[config.mk]
export PLATFORM = sky130hd
export DESIGN_NAME = fifo_wr_arb
export DESIGN_NICKNAME = d
export VERILOG_FILES = /design/src/rtl/fifo_pkg.sv /design/src/rtl/rr_pick.sv /design/src/rtl/fifo_wr_arb.sv
export SDC_FILE = /design/constraint.sdc
export NUM_CORES = 1
export LEC_CHECK = 0
export BUFFER_PORTS_ARGS = -buffer_cell sky130_fd_sc_hd__buf_2
export CAP_MARGIN = 10
export CORE_MARGIN = 1
export CORE_UTILIZATION = 32
export CTS_CLUSTER_SIZE = 24
export DETAILED_ROUTE_END_ITERATION = 10
export HOLD_SLACK_MARGIN = 0.06
export PLACE_DENSITY = 0.76
export SETUP_SLACK_MARGIN = 0.4
export SYNTH_ARGS = -nofsm -noshare
export SYNTH_HDL_FRONTEND = slang
export SYNTH_SLANG_ARGS = --single-unit
[constraint.sdc]
create_clock -name i_clk -period 1.9 [get_ports i_clk]
set_clock_uncertainty 0.15 [all_clocks]
set_input_delay 0.38 -clock i_clk [delete_from_list [all_inputs] [get_ports i_clk]]
set_output_delay 0.38 -clock i_clk [all_outputs]
set_load 0.01 [all_outputs]
[src/rtl/fifo_pkg.sv]
// Shared definitions for the FIFO-side schedulers: state encoding and a ceil-log2 helper.
package fifo_pkg;

    typedef enum logic {
        IDLE  = 1'b0,
        GRANT = 1'b1
    } state_e;

    // Smallest r with 2**r >= value; 0 for value <= 1.
    function automatic int CLogB2(input int unsigned value);
        int r;
        r = 0;
        for (int i = 0; i < 32; i++) begin
            if ((32'd1 << i) < value) begin
                r = i + 1;
            end
        end
        return r;
    endfunction

endpackage

[src/rtl/rr_pick.sv]
// Round-robin winner selection: first set request scanning ptr+1, ptr+2, ... modulo NR.
module rr_pick
    import fifo_pkg::*;
#(
    parameter int NR = 4,
    parameter int IW = CLogB2(NR)
) (
    input  logic [NR-1:0] i_req,
    input  logic [IW-1:0] i_ptr,
    output logic [IW-1:0] o_idx,
    output logic          o_any
);

    logic [IW-1:0] w_cand;

    always_comb begin
        o_idx  = '0;
        o_any  = 1'b0;
        w_cand = '0;
        for (int k = 1; k <= NR; k++) begin
            w_cand = IW'((int'(i_ptr) + k) % NR);
            if (!o_any && i_req[w_cand]) begin
                o_idx = w_cand;
                o_any = 1'b1;
            end
        end
    end

endmodule

[src/rtl/fifo_wr_arb.sv]
// Round-robin arbiter sharing one FIFO write port among NR requesters, with bursts
// ended by last or by MAXBURST words.
module fifo_wr_arb
    import fifo_pkg::*;
#(
    parameter int NR       = 4,
    parameter int DW       = 32,
    parameter int MAXBURST = 8
) (
    input  logic             i_clk,
    input  logic             i_rst,
    input  logic [NR-1:0]    i_req_valid,
    input  logic [NR*DW-1:0] i_req_data,
    input  logic [NR-1:0]    i_req_last,
    output logic [NR-1:0]    o_req_ready,
    output logic [DW-1:0]    o_fifo_in,
    output logic             o_fifo_wr_en,
    input  logic             i_fifo_full,
    output logic [NR-1:0]    o_grant,
    output logic             o_busy
);

    localparam int IW = CLogB2(NR);
    localparam int BW = CLogB2(MAXBURST) + 1;

    state_e          r_state;
    logic [IW-1:0]   r_gidx;
    logic [IW-1:0]   r_ptr;
    logic [BW-1:0]   r_bcnt;

    state_e          w_state_nxt;
    logic [IW-1:0]   w_gidx_nxt;
    logic [IW-1:0]   w_ptr_nxt;
    logic [BW-1:0]   w_bcnt_nxt;

    logic [IW-1:0]   w_pick_idx;
    logic            w_pick_any;
    logic            w_xfer;
    logic            w_release;

    rr_pick #(
        .NR (NR),
        .IW (IW)
    ) u_rr_pick (
        .i_req (i_req_valid),
        .i_ptr (r_ptr),
        .o_idx (w_pick_idx),
        .o_any (w_pick_any)
    );

    // Reset gates the write so a word offered in the reset cycle never reaches the FIFO.
    assign w_xfer    = (r_state == GRANT) && i_req_valid[r_gidx] && !i_fifo_full && !i_rst;
    assign w_release = w_xfer && (i_req_last[r_gidx] || ((r_bcnt + 1'b1) == BW'(MAXBURST)));

    always_ff @(posedge i_clk) begin
        if (i_rst) begin
            r_state <= IDLE;
            r_gidx  <= '0;
            r_ptr   <= IW'(NR - 1);
            r_bcnt  <= '0;
        end else begin
            r_state <= w_state_nxt;
            r_gidx  <= w_gidx_nxt;
            r_ptr   <= w_ptr_nxt;
            r_bcnt  <= w_bcnt_nxt;
        end
    end

    always_comb begin
        w_state_nxt = r_state;
        w_gidx_nxt  = r_gidx;
        w_ptr_nxt   = r_ptr;
        w_bcnt_nxt  = r_bcnt;
        case (r_state)
            IDLE: begin
                if (w_pick_any) begin
                    w_gidx_nxt  = w_pick_idx;
                    w_bcnt_nxt  = '0;
                    w_state_nxt = GRANT;
                end
            end
            GRANT: begin
                if (w_xfer) begin
                    w_bcnt_nxt = r_bcnt + 1'b1;
                end
                if (w_release) begin
                    w_ptr_nxt   = r_gidx;
                    w_state_nxt = IDLE;
                end
            end
            default: w_state_nxt = IDLE;
        endcase
    end

    always_comb begin
        o_busy       = (r_state == GRANT);
        o_grant      = o_busy ? (NR'(1) << r_gidx) : '0;
        o_req_ready  = w_xfer ? (NR'(1) << r_gidx) : '0;
        o_fifo_wr_en = w_xfer;
        o_fifo_in    = o_busy ? i_req_data[int'(r_gidx) * DW +: DW] : '0;
    end

endmodule
# After elaboration in Yosys (flattened, before gate mapping)
# Index checks and enable logic that the tools add are counted.
# word_totals
out_inout_bits,42
n_memories,0
romBits,0
register_bits,9
latchBits,0
ramBits,0
# classes
n_mul,0
n_eq_ne,3
n_lt_le_gt_ge,5
bitwise_logic,1
shift,2
n_reduce_logical,16
div_mod_pow,0
muxes,29
addsub,5
# ops
op,n
$shiftx 128x8->32,1
$mux 32,1
$mux 4,4
$lt 2x3->1 const B,5
$bmux 1 s2,6
$mux 1,12
$mux 2,4
$pmux 4 s2,1
$logic_and 1x1->1,7
$reduce_and 2->1,3
$logic_not 1->1,5
$add 2x1->2 const B,2
$add 2x2->2 const B,2
$add 4x1->4 const B,1
$eq 4x4->1 const B,1
$ne 2x1->1 const B,2
$shl 1x2->4 const A,1
$pmux 1 s2,1
$logic_or 1x1->1,1
$not 1->1,1

# Logic depth before layout (Yosys ltp)
# Gate-level depths: netlist (run 1).
# depth
ltp_word,15
mapped_depth,6
mapped_depth_nobuf,5

# Hierarchy
# From an unflattened synthesis (run 1), not the netlist that was laid out.
# hier_totals
hier_cells,151
area_unflattened_um2,1620.3
# by_module_without_submodules
mod,instances,cells_each,area_per_inst_um2
fifo_wr_arb,1,137,1529.0
rr_pick,1,14,91.3

# Least setup slack after synthesis (run 1)
# OpenSTA, ideal clock, no wires.
# synth_timing
path_kind,flip-flop to output port
start,register r_gidx[0]
end,output port o_fifo_in[10]
setup_slack_ns,0.001
path_stages_with_launch,6
arrival_ns,1.369
cell_sequence,dfxtp_1 buf_6 buf_12 buf_12 mux4_2 and2_1
# synth_between
elab_chain_cells,2
# synth_rtl
item,line_no,rtl
from (decl),fifo_wr_arb.sv:27,logic [IW-1:0] r_gidx;
from (signal assigned),fifo_wr_arb.sv:63,r_gidx <= w_gidx_nxt;
$shiftx 128x8->32,fifo_wr_arb.sv:100,o_fifo_in = o_busy ? i_req_data[int'(r_gidx) * DW +: DW] : '0;
$mux 32,fifo_wr_arb.sv:100,
to (decl),fifo_wr_arb.sv:16,"output logic [DW-1:0] o_fifo_in,"
# Every way passes these cells.

# Worst setup path in the final report (run 1)
# layout_timing
start,register r_gidx[0]
end,output port o_fifo_wr_en
# layout_between
elab_chain_cells,5
# layout_rtl
item,line_no,rtl
$bmux 1 s2,fifo_wr_arb.sv:52,assign w_xfer = (r_state == GRANT) && i_req_valid[r_gidx] && !i_fifo_full && !i_rst;
$mux 1 (not written as such),fifo_wr_arb.sv:52,
$logic_and 1x1->1 (3 in a row),fifo_wr_arb.sv:52,
to (decl),fifo_wr_arb.sv:17,"output logic o_fifo_wr_en,"
# Every way passes these cells. The select of a mux whose other input is x is not followed.

==> results of run 1 <==
## critical path: stages (launching register included)
cell	delay, ns
dfxtp_4	0.41
buf_12	0.17
mux4_2	0.53
nand2_4	0.11
inv_6	0.03
buf_6	0.11
## timing repair
action | CTS | global route
gates cloned | 3 | 1
resized for setup | 46 | 8
pin swaps | 29 | 1
buffers inserted | 2 | 3
endpoints found under the hold margin | 0 | 0
endpoints found under the setup margin | 50 | 49
## layout by cell type (no fill, tap or decap), types with 4 or more instances in the layout
| master | instances |
|---|---|
| buf_6 | 33 |
| nand3_1 | 4 |
| and2_4 | 30 |
| nor2_1 | 6 |
| buf_2 | 151 |
| and2_1 | 4 |
| a21oi_1 | 7 |
| buf_12 | 4 |
| buf_4 | 5 |
| inv_1 | 4 |
| nand2_1 | 7 |
| mux4_2 | 34 |
| dfxtp_1 | 6 |
## registers in the layout (all words and copies together), names as in the netlist
| signal | count |
|---|---|
| o_busy | 1 |
| r_bcnt | 4 |
| r_gidx | 2 |
| r_ptr | 2 |
## cells in the mapped netlist (all sizes together)
cell	count
a211o	1
a211oi	1
a21bo	2
a21oi	7
a31oi	2
and2	34
and4	2
buf	11
clkbuf	4
dfxtp	9
ha	1
inv	6
mux2i	3
mux4	34
nand2	9
nand2b	2
nand3	4
nand3b	3
nor2	7
nor3	3
nor3b	2
nor4	1
o21ai	2
o22ai	2
or2	1
## layer usage
metal  wire (um)  vias to the layer above  global-route usage (%)
met3         558                       19                    5.49
met1        2560                     1002                    27.4
li1            -                      965                       -
met2        3740                      121                    45.8
met5           0                        -                       0
met4         175                        0                    7.48
## metrics by stage
step / area [sq um] / setup TNS, ns
floorplan: 1780 / 0
global placement: 2720 / -0.0151
detailed placement: 2720 / -0.256
CTS: 3080 / -7.14
global route: 3160 / -8.45
finish: 3160 / -6.63
## path summary, 6_finish.rpt
path                                 from            to  slack [ns]  cells after the start
worst min register to register  r_bcnt[3]     r_bcnt[3]        0.37                      2
worst max-delay path            r_gidx[0]  o_fifo_wr_en       -0.23                      5
worst min-delay path            r_bcnt[3]     r_bcnt[3]        0.37                      2
worst max register to register  r_gidx[0]      r_ptr[1]       -0.05                      6
## kinds of logic (layout without fill, tap and decap cells)
family                     after synthesis  after routing  synth area share [%]
AOI/OAI and AO/OA                       17             17                  7.12
adders and majority gates                1              1                 0.757
buffers and inverters                   21            208                  8.79
DFF                                      9              9                  10.9
muxes                                   37             37                  48.2
and+or+nand+nor                         68             68                  24.2
## power breakdown
group          internal, mW  switching [mW]  leakage [nW]
registers             0.198          0.0166        0.0753
clock network         0.146          0.0749        0.0228
logic                 0.540           0.302          1.42
total                 0.884           0.393          1.52
## final cells by class
cell class / instances / area, sq um
Fill cell: 403 / 1690
Multi-Input combinational cell: 123 / 1440
Timing Repair Buffer: 198 / 1370
Sequential cell: 9 / 191
Tap cell: 67 / 83.8
Clock buffer: 4 / 45.0
Inverter: 6 / 30.0
==> results.toml, run 1 <==
[sta]
slew_violations = 0
setup_viol = 37
timing.final.ws_setup_ns = -0.225
tightest_slew_ns = 0.351
max_freq_mhz = 471
period_needed_ns = 2.13
rsz0062_at_grt = "true"
holdWs_ns = 0.365
min_period_over_period_pct = 112
max_slew_margin_pct = 76.4
hold_violations = 0

[clock_tree]
clk_pin_slew_worst_paths_ns = 0.05
root_buffer = "clkbuf_8"
tritoncts = "yes"
clk_latency_ns = 0.23
clock_path_buffers = 2
htreeDepth = 1
hold_buffers = 0
cts_sinks = 9
numCtsBuffers = 3

[floorplanning]
core_sq_um = 4850
die-height_um = 73.8
row_count = 25
initial_core_util_pct = 34.1
die-width_um = 73.8
dieArea_sq_um = 5450
io_pins = 181

[synthesis]
synth_nets = 293
synth_area_sq_um = 1650
synth-seq-cells = 9
postSynthAreaPerCell_sq_um = 10.8
syn_inst = 153
synthDominantCellAreaShare_pct = 46.4
yosysTopAreaCell = "mux4_2"
synth-seq-area-share_pct = 10.9
ys_warn_count = 0
synth_area_leaders = "mux4_2, and2_1, dfxtp_1"
yosys.cell_types.count = 32

[placed_design]
gp_congestion = 0.761
place_inst = 394
numPortBuffers = 180
detailed_place_hpwl_um = 4990
preCtsSetupSlack_ns = -0.0345

[run_status]
outcome = "finished, violations left"
violations = "setup timing"

[power]
power_leakage_nw = 1.52
peakVddDrop_mv = 0.436
power_mw = 1.28
p_per_area_nw_per_um2 = 404

[global_routing]
grt_overflow = 0
grt_max_degree = 20
grt_pass1_wl_um = 10100
antenna_found_initial = 0
grt_pass1_vias = 2090
grt_util_all_layers_pct = 24.5

[flow_run]
maxCapViolations = 0

[final_layout]
post-route-util_pct = 65.1
syn_to_final_growth_pct = 91.1
layoutNonFillerInstCount = 407
drive_above_1_share_pct = 83.2
n_antenna_cell = 0
nNetsFinal = 481

[route]
drt_wl_total_um = 7030
vias = 2107
via_per_inst = 5.18
route.antenna.remaining_nets = 0
drc = 0
initialDrtViolationCount = 67
drt-pass1-iter-count = 4
post_drt_wl_per_cell_um = 17.3

[critical_path]
endpoint_kind = "output port"
critical_path_class = "reg2out"
path_max_fanout = 11
required_ns = 1.37
cp_data_arrival_time_ns = 1.60
critPathLaunchType = "flip-flop"

[min_path]
min_path_type = "reg2reg"
Power figures use the tool's default switching activity.
==> inputs of run 2 (changes only) <==
--- a/config.mk
+++ b/config.mk
@@ -5,10 +5,11 @@
 export SDC_FILE = /design/constraint.sdc
 export NUM_CORES = 1
 export LEC_CHECK = 0
+export ABC_AREA = 1
 export BUFFER_PORTS_ARGS = -buffer_cell sky130_fd_sc_hd__buf_2
 export CAP_MARGIN = 10
 export CORE_MARGIN = 1
-export CORE_UTILIZATION = 32
+export CORE_UTILIZATION = 31
 export CTS_CLUSTER_SIZE = 24
 export DETAILED_ROUTE_END_ITERATION = 10
 export HOLD_SLACK_MARGIN = 0.06
==> results.toml, run 2 <==
[sta]
hold_violations = 0
rsz0062_at_grt = "true"
max_freq_mhz = 462
timing.final.ws_setup_ns = -0.265
min_period_over_period_pct = 114
period_needed_ns = 2.16
max_slew_margin_pct = 79.5
slew_violations = 0
setup_viol = 40
tightest_slew_ns = 0.307

[clock_tree]
cts_sinks = 9
clock_path_buffers = 2
htreeDepth = 1
hold_buffers = 0
clk_latency_ns = 0.23
root_buffer = "clkbuf_8"
numCtsBuffers = 3
tritoncts = "yes"
clk_pin_slew_worst_paths_ns = 0.05

[critical_path]
cp_cell_sequence = "buf_6 > nor2_4 > buf_6 > buf_12 > buf_16 > a22oi_2 > a21oi_2 > buf_2"
crit_buf_inv = 5
endpoint_kind = "output port"
crit_slowest_cell = "dfxtp_4"
cp_top_family = "buffers and inverters"
required_ns = 1.37
path_max_fanout = 6
cp_data_arrival_time_ns = 1.63
critPathMaxStageDelay_ns = 0.34
critical_path_class = "reg2out"
critPathLaunchType = "flip-flop"
crit_top_cell = "buf_6"

[placed_design]
detailed_place_hpwl_um = 5660
placed_area_sq_um = 2810
gp_congestion = 0.891
numPortBuffers = 180

[flow_run]
maxCapViolations = 0

[global_routing]
grt_util_all_layers_pct = 30.6
grt_max_degree = 22
grt_pass1_vias = 2580
grt_pass1_wl_um = 12600
antenna_found_initial = 0
grt_overflow = 0

[route]
drc = 0
drt-pass1-iter-count = 4
vias = 2936
initialDrtViolationCount = 180
post_drt_wl_per_cell_um = 18.2
via_per_inst = 5.52
drt_wl_total_um = 9660
route.antenna.remaining_nets = 0

[power]
p_comb_share_pct = 74.0
pwr-share-clk_pct = 13.5
p_per_area_nw_per_um2 = 451
p_switching_mw = 0.710
peakVddDrop_mv = 0.377
power.internal_mw = 0.949
power_leakage_nw = 1.77
pwr-share-seq_pct = 12.5
sw_frac_of_total_pct = 42.8

[synthesis]
yosys.cell_types.count = 27
synth_nets = 388
syn_inst = 248
synth_area_leaders = "a22oi_1, a21oi_1, dfxtp_1"
postSynthAreaPerCell_sq_um = 6.24
synth_ff_type = "dfxtp_1"
synth_edf_count = 0
synth_common_cells = "a22oi_1, nand2_1, a21oi_1"
yosysTopAreaCell = "a22oi_1"
synthDominantCellAreaShare_pct = 31.1
synth.most_common_cell = "a22oi_1"
synth_area_sq_um = 1550
synth-seq-area-share_pct = 11.7
ys_warn_count = 0
async_reset_ff_share_pct = 0
synth-seq-cells = 9

[final_layout]
largest_register_ffs = 4
top_regs = "r_bcnt (4), r_gidx (2), r_ptr (2)"
syn_to_final_growth_pct = 138
drive_above_1_share_pct = 81.3
post-route-util_pct = 77.3
n_antenna_cell = 0
final_cell_mix = "buf_2, a22oi_2, a21oi_2"
final_cell_area_sq_um = 3680
regMostFlops = "r_bcnt"
layout_commonest_cell = "buf_2"
nNetsFinal = 606

[floorplanning]
die-width_um = 72.6
core_sq_um = 4750
row_count = 25
die-height_um = 72.6
dieArea_sq_um = 5280
initial_core_util_pct = 32.5
io_pins = 181

[min_path]
min_path_type = "in2reg"

[run_status]
violations = "setup timing"
outcome = "finished, violations left"
-- run 2: cell types whose count changed in the layout (fill, tap and decap cells not counted), sizes merged, moves of 8 or more --
cell   delta
a22oi    +64
mux4     -34
nor2      +8
buf      +32
and2     -34
nand2    +49
a21oi    +33
nand3     +9
inv      +14
-- run 2: layout make-up --
| type | instances | area [sq um] |
|---|---|---|
| Clock inverter | 1 | 5.00 |
| Tap cell | 67 | 83.8 |
| Multi-Input combinational cell | 201 | 1710 |
| Fill cell | 319 | 1080 |
| Clock buffer | 3 | 41.3 |
| Inverter | 20 | 97.6 |
| Sequential cell | 9 | 194 |
| Timing Repair Buffer | 231 | 1550 |
-- run 2: final timing paths --
| kind | start | to | slack [ns] | cells after the start |
|---|---|---|---|---|
| setup / recovery | r_gidx[0] | o_fifo_in[10] | -0.26 | 8 |
| setup reg to reg | r_gidx[0] | r_ptr[0] | 0.01 | 14 |
| hold reg to reg | r_bcnt[3] | r_bcnt[3] | 0.34 | 2 |
| hold / removal | i_rst | r_bcnt[1] | 0.24 | 2 |
-- run 2: what timing repair did --
action / in CTS / in global routing
buffers inserted: 18 / 6
endpoints found under the setup margin: 50 / 50
pin swaps: 17 / 16
gates resized for setup: 83 / 28
cloned: 3 / 2
-- run 2: cells by family after synthesis --
kind of cell	count (synthesis)	synth area share, %
simple gates	89	29.5
fa+ha+maj	1	0.809
buf+inv	39	11.2
xor+xnor	2	1.13
compound gates	108	45.6
flops	9	11.7
-- run 2: power groups by stage --
stage                     combinational [mW]  sequential [mW]  clock (mW)
after floorplan                        0.499            0.212           0
after global placement                 0.802            0.213           0
after detailed placement               0.808            0.213           0
after CTS                               1.10            0.207       0.230
after global routing                    1.29            0.208       0.236
final                                   1.23            0.208       0.223
-- run 2: metrics by stage --
| stage | setup slack, ns | instances | TNS, ns | power (mW) | hold WS [ns] |
|---|---|---|---|---|---|
| floorplan | 0.341 | 248 | 0 | 0.710 | 0.299 |
| global placement | 0.0146 | 499 | 0 | 1.01 | 0.332 |
| detailed placement | 0.0102 | 499 | 0 | 1.02 | 0.347 |
| CTS | -0.174 | 524 | -5.05 | 1.54 | 0.221 |
| global route | -0.304 | 532 | -9.58 | 1.73 | 0.251 |
| finish | -0.265 | 532 | -7.56 | 1.66 | 0.244 |
-- run 2: routing by layer --
| metal | vias to the layer above | wire (um) | GRT usage [%] |
|---|---|---|---|
| met3 | 37 | 665 | 4.28 |
| met2 | 177 | 5160 | 56.2 |
| met5 | - | 0 | 0 |
| met1 | 1380 | 3490 | 35.5 |
| li1 | 1342 | - | - |
| met4 | 0 | 342 | 12.4 |
==> inputs of run 3 (changes only) <==
--- a/config.mk
+++ b/config.mk
@@ -15,6 +15,7 @@
 export HOLD_SLACK_MARGIN = 0.06
 export PLACE_DENSITY = 0.76
 export SETUP_SLACK_MARGIN = 0.4
+export SKIP_LAST_GASP = 1
 export SYNTH_ARGS = -nofsm -noshare
 export SYNTH_HDL_FRONTEND = slang
 export SYNTH_SLANG_ARGS = --single-unit
==> results.toml, run 3 (synthesized netlist as in run 2, its figures left out) <==
[route]
post_drt_wl_per_cell_um = 19.1
drt_wl_total_um = 10300
via_per_inst = 5.61
route.antenna.remaining_nets = 0
drt-pass1-iter-count = 4
drc = 0
initialDrtViolationCount = 228
vias = 3015

[power]
sw_frac_of_total_pct = 42.7
power_leakage_nw = 1.80
p_comb_share_pct = 74.9
power.internal_mw = 0.984
peakVddDrop_mv = 0.463
p_switching_mw = 0.733
p_per_area_nw_per_um2 = 456
pwr-share-clk_pct = 13.1
pwr-share-seq_pct = 12.1

[sta]
max_freq_mhz = 462
timing.final.ws_setup_ns = -0.267
max_slew_margin_pct = 80.1
period_needed_ns = 2.17
rsz0062_at_grt = "true"
setup_viol = 39
tns_ns = -6.82
tightest_slew_ns = 0.298
slew_violations = 0
min_period_over_period_pct = 114
hold_violations = 0

[critical_path]
ff2ff_path_depth = 14
critPathLaunchType = "flip-flop"
critPathCapture = "o_req_ready[0]"
startpoint = "r_gidx[1]"
rr_endpoint = "r_ptr[1]"
cp_data_arrival_time_ns = 1.64
critPathMaxStageDelay_ns = 0.35
crit_slowest_cell = "dfxtp_4"
critical_path_class = "reg2out"
path_max_fanout = 7
crit_top_cell = "buf_6"
r2r_slack_ns = 0.03
endpoint_kind = "output port"
reg2reg_from = "r_gidx[1]"
cp_cell_sequence = "buf_6 > nor2_4 > buf_6 > buf_12 > nand2_4 > nand4_4 > nand2_8 > nor2_2 > buf_2"
required_ns = 1.37

[placed_design]
detailed_place_hpwl_um = 5660
placed_area_sq_um = 2810
preCtsSetupSlack_ns = 0.0102
numPortBuffers = 180
gp_congestion = 0.891

[clock_tree]
numCtsBuffers = 3
htreeDepth = 1
cts_sinks = 9
clk_latency_ns = 0.23
root_buffer = "clkbuf_8"
clk_pin_slew_worst_paths_ns = 0.05
clock_path_buffers = 2
tritoncts = "yes"

[run_status]
outcome = "finished, violations left"
violations = "setup timing"

[floorplanning]
die-height_um = 72.6
io_pins = 181
dieArea_sq_um = 5280
row_count = 25
core_sq_um = 4750
die-width_um = 72.6
initial_core_util_pct = 32.5

[global_routing]
grt_overflow = 0
antenna_found_initial = 0
grt_util_all_layers_pct = 28.9
grt_max_degree = 22
grt_pass1_wl_um = 12000
grt_pass1_vias = 2525

[final_layout]
n_antenna_cell = 0
nNetsFinal = 611
syn_to_final_growth_pct = 143
final_cell_mix = "buf_2, a22oi_2, a21oi_2, nand2_1, buf_4"
layout_commonest_cell = "buf_2"
final_cell_area_sq_um = 3760
top_regs = "r_bcnt (4), r_gidx (2), r_ptr (2)"
drive_above_1_share_pct = 80.6
regMostFlops = "r_bcnt"
largest_register_ffs = 4

[min_path]
min_path_type = "in2reg"
holdPathStages = 2

[flow_run]
maxCapViolations = 0
==> run 3: cell count changes in the layout (fill, tap and decap cells not counted), sizes merged <==
cell	delta
inv	-1
clkbuf	+2
buf	+3
clkinv	+1
==> run 3: cell type report <==
cell class              instances  area (sq um)
clock inverters                 1          5.00
repair buffers                236          1650
inverters                      20           105
flip-flops and latches          9           190
fillers                       299           990
well taps                      67          83.8
clock buffers                   3          41.3
multi-input cells             201          1690
==> run 3: power by group through the flow <==
stage	clock network (mW)	registers, mW	logic, mW
after CTS	0.230	0.207	1.09
final	0.224	0.207	1.29
after global placement	0	0.213	0.802
after detailed placement	0	0.213	0.808
after global routing	0.237	0.208	1.35
after floorplan	0	0.212	0.499
==> run 3: worst max-delay path: cells and delay by family (launching register included) <==
kind,cells,cell delay [ns]
buffers and inverters,4,0.55
DFF,1,0.35
and+or+nand+nor,5,0.48
==> run 3: how the worst min path moves through the flow <==
stage | start | slack [ns] | end
6_report | i_rst | 0.23 | r_gidx[1]
5_1_grt | i_rst | 0.25 | r_gidx[1]
4_1_cts | i_rst | 0.22 | r_gidx[1]
3_5_place_dp | r_bcnt[3] | 0.35 | r_bcnt[3]
3_3_place_gp | r_bcnt[0] | 0.33 | r_bcnt[0]
2_1_floorplan | i_rst | 0.30 | r_bcnt[1]
==> run 3: through the flow <==
step	instances	utilization (%)	hold slack [ns]	power [mW]
floorplan	248	-	0.299	0.710
global placement	499	59.1	0.332	1.01
detailed placement	499	59.1	0.347	1.02
CTS	524	71.8	0.221	1.53
global route	537	79.2	0.254	1.79
finish	537	79.2	0.233	1.72
==> run 3: routing by layer <==
metal  routed length, um  vias up  global-route usage, %
met4                 536        0                   11.8
met3                 920       60                   4.56
met5                   0        -                      0
li1                    -     1352                      -
met2                5220      213                   51.8
met1                3580     1390                   34.2
==> run 3: repair_timing <==
item                                    in CTS  in global routing
hold buffers                                 0                  0
buffers inserted                            18                  8
hold endpoints to repair                     0                  0
pin swaps                                   17                 24
cloned                                       3                  5
endpoints found under the setup margin      50                 50
gates resized for setup                     72                 38
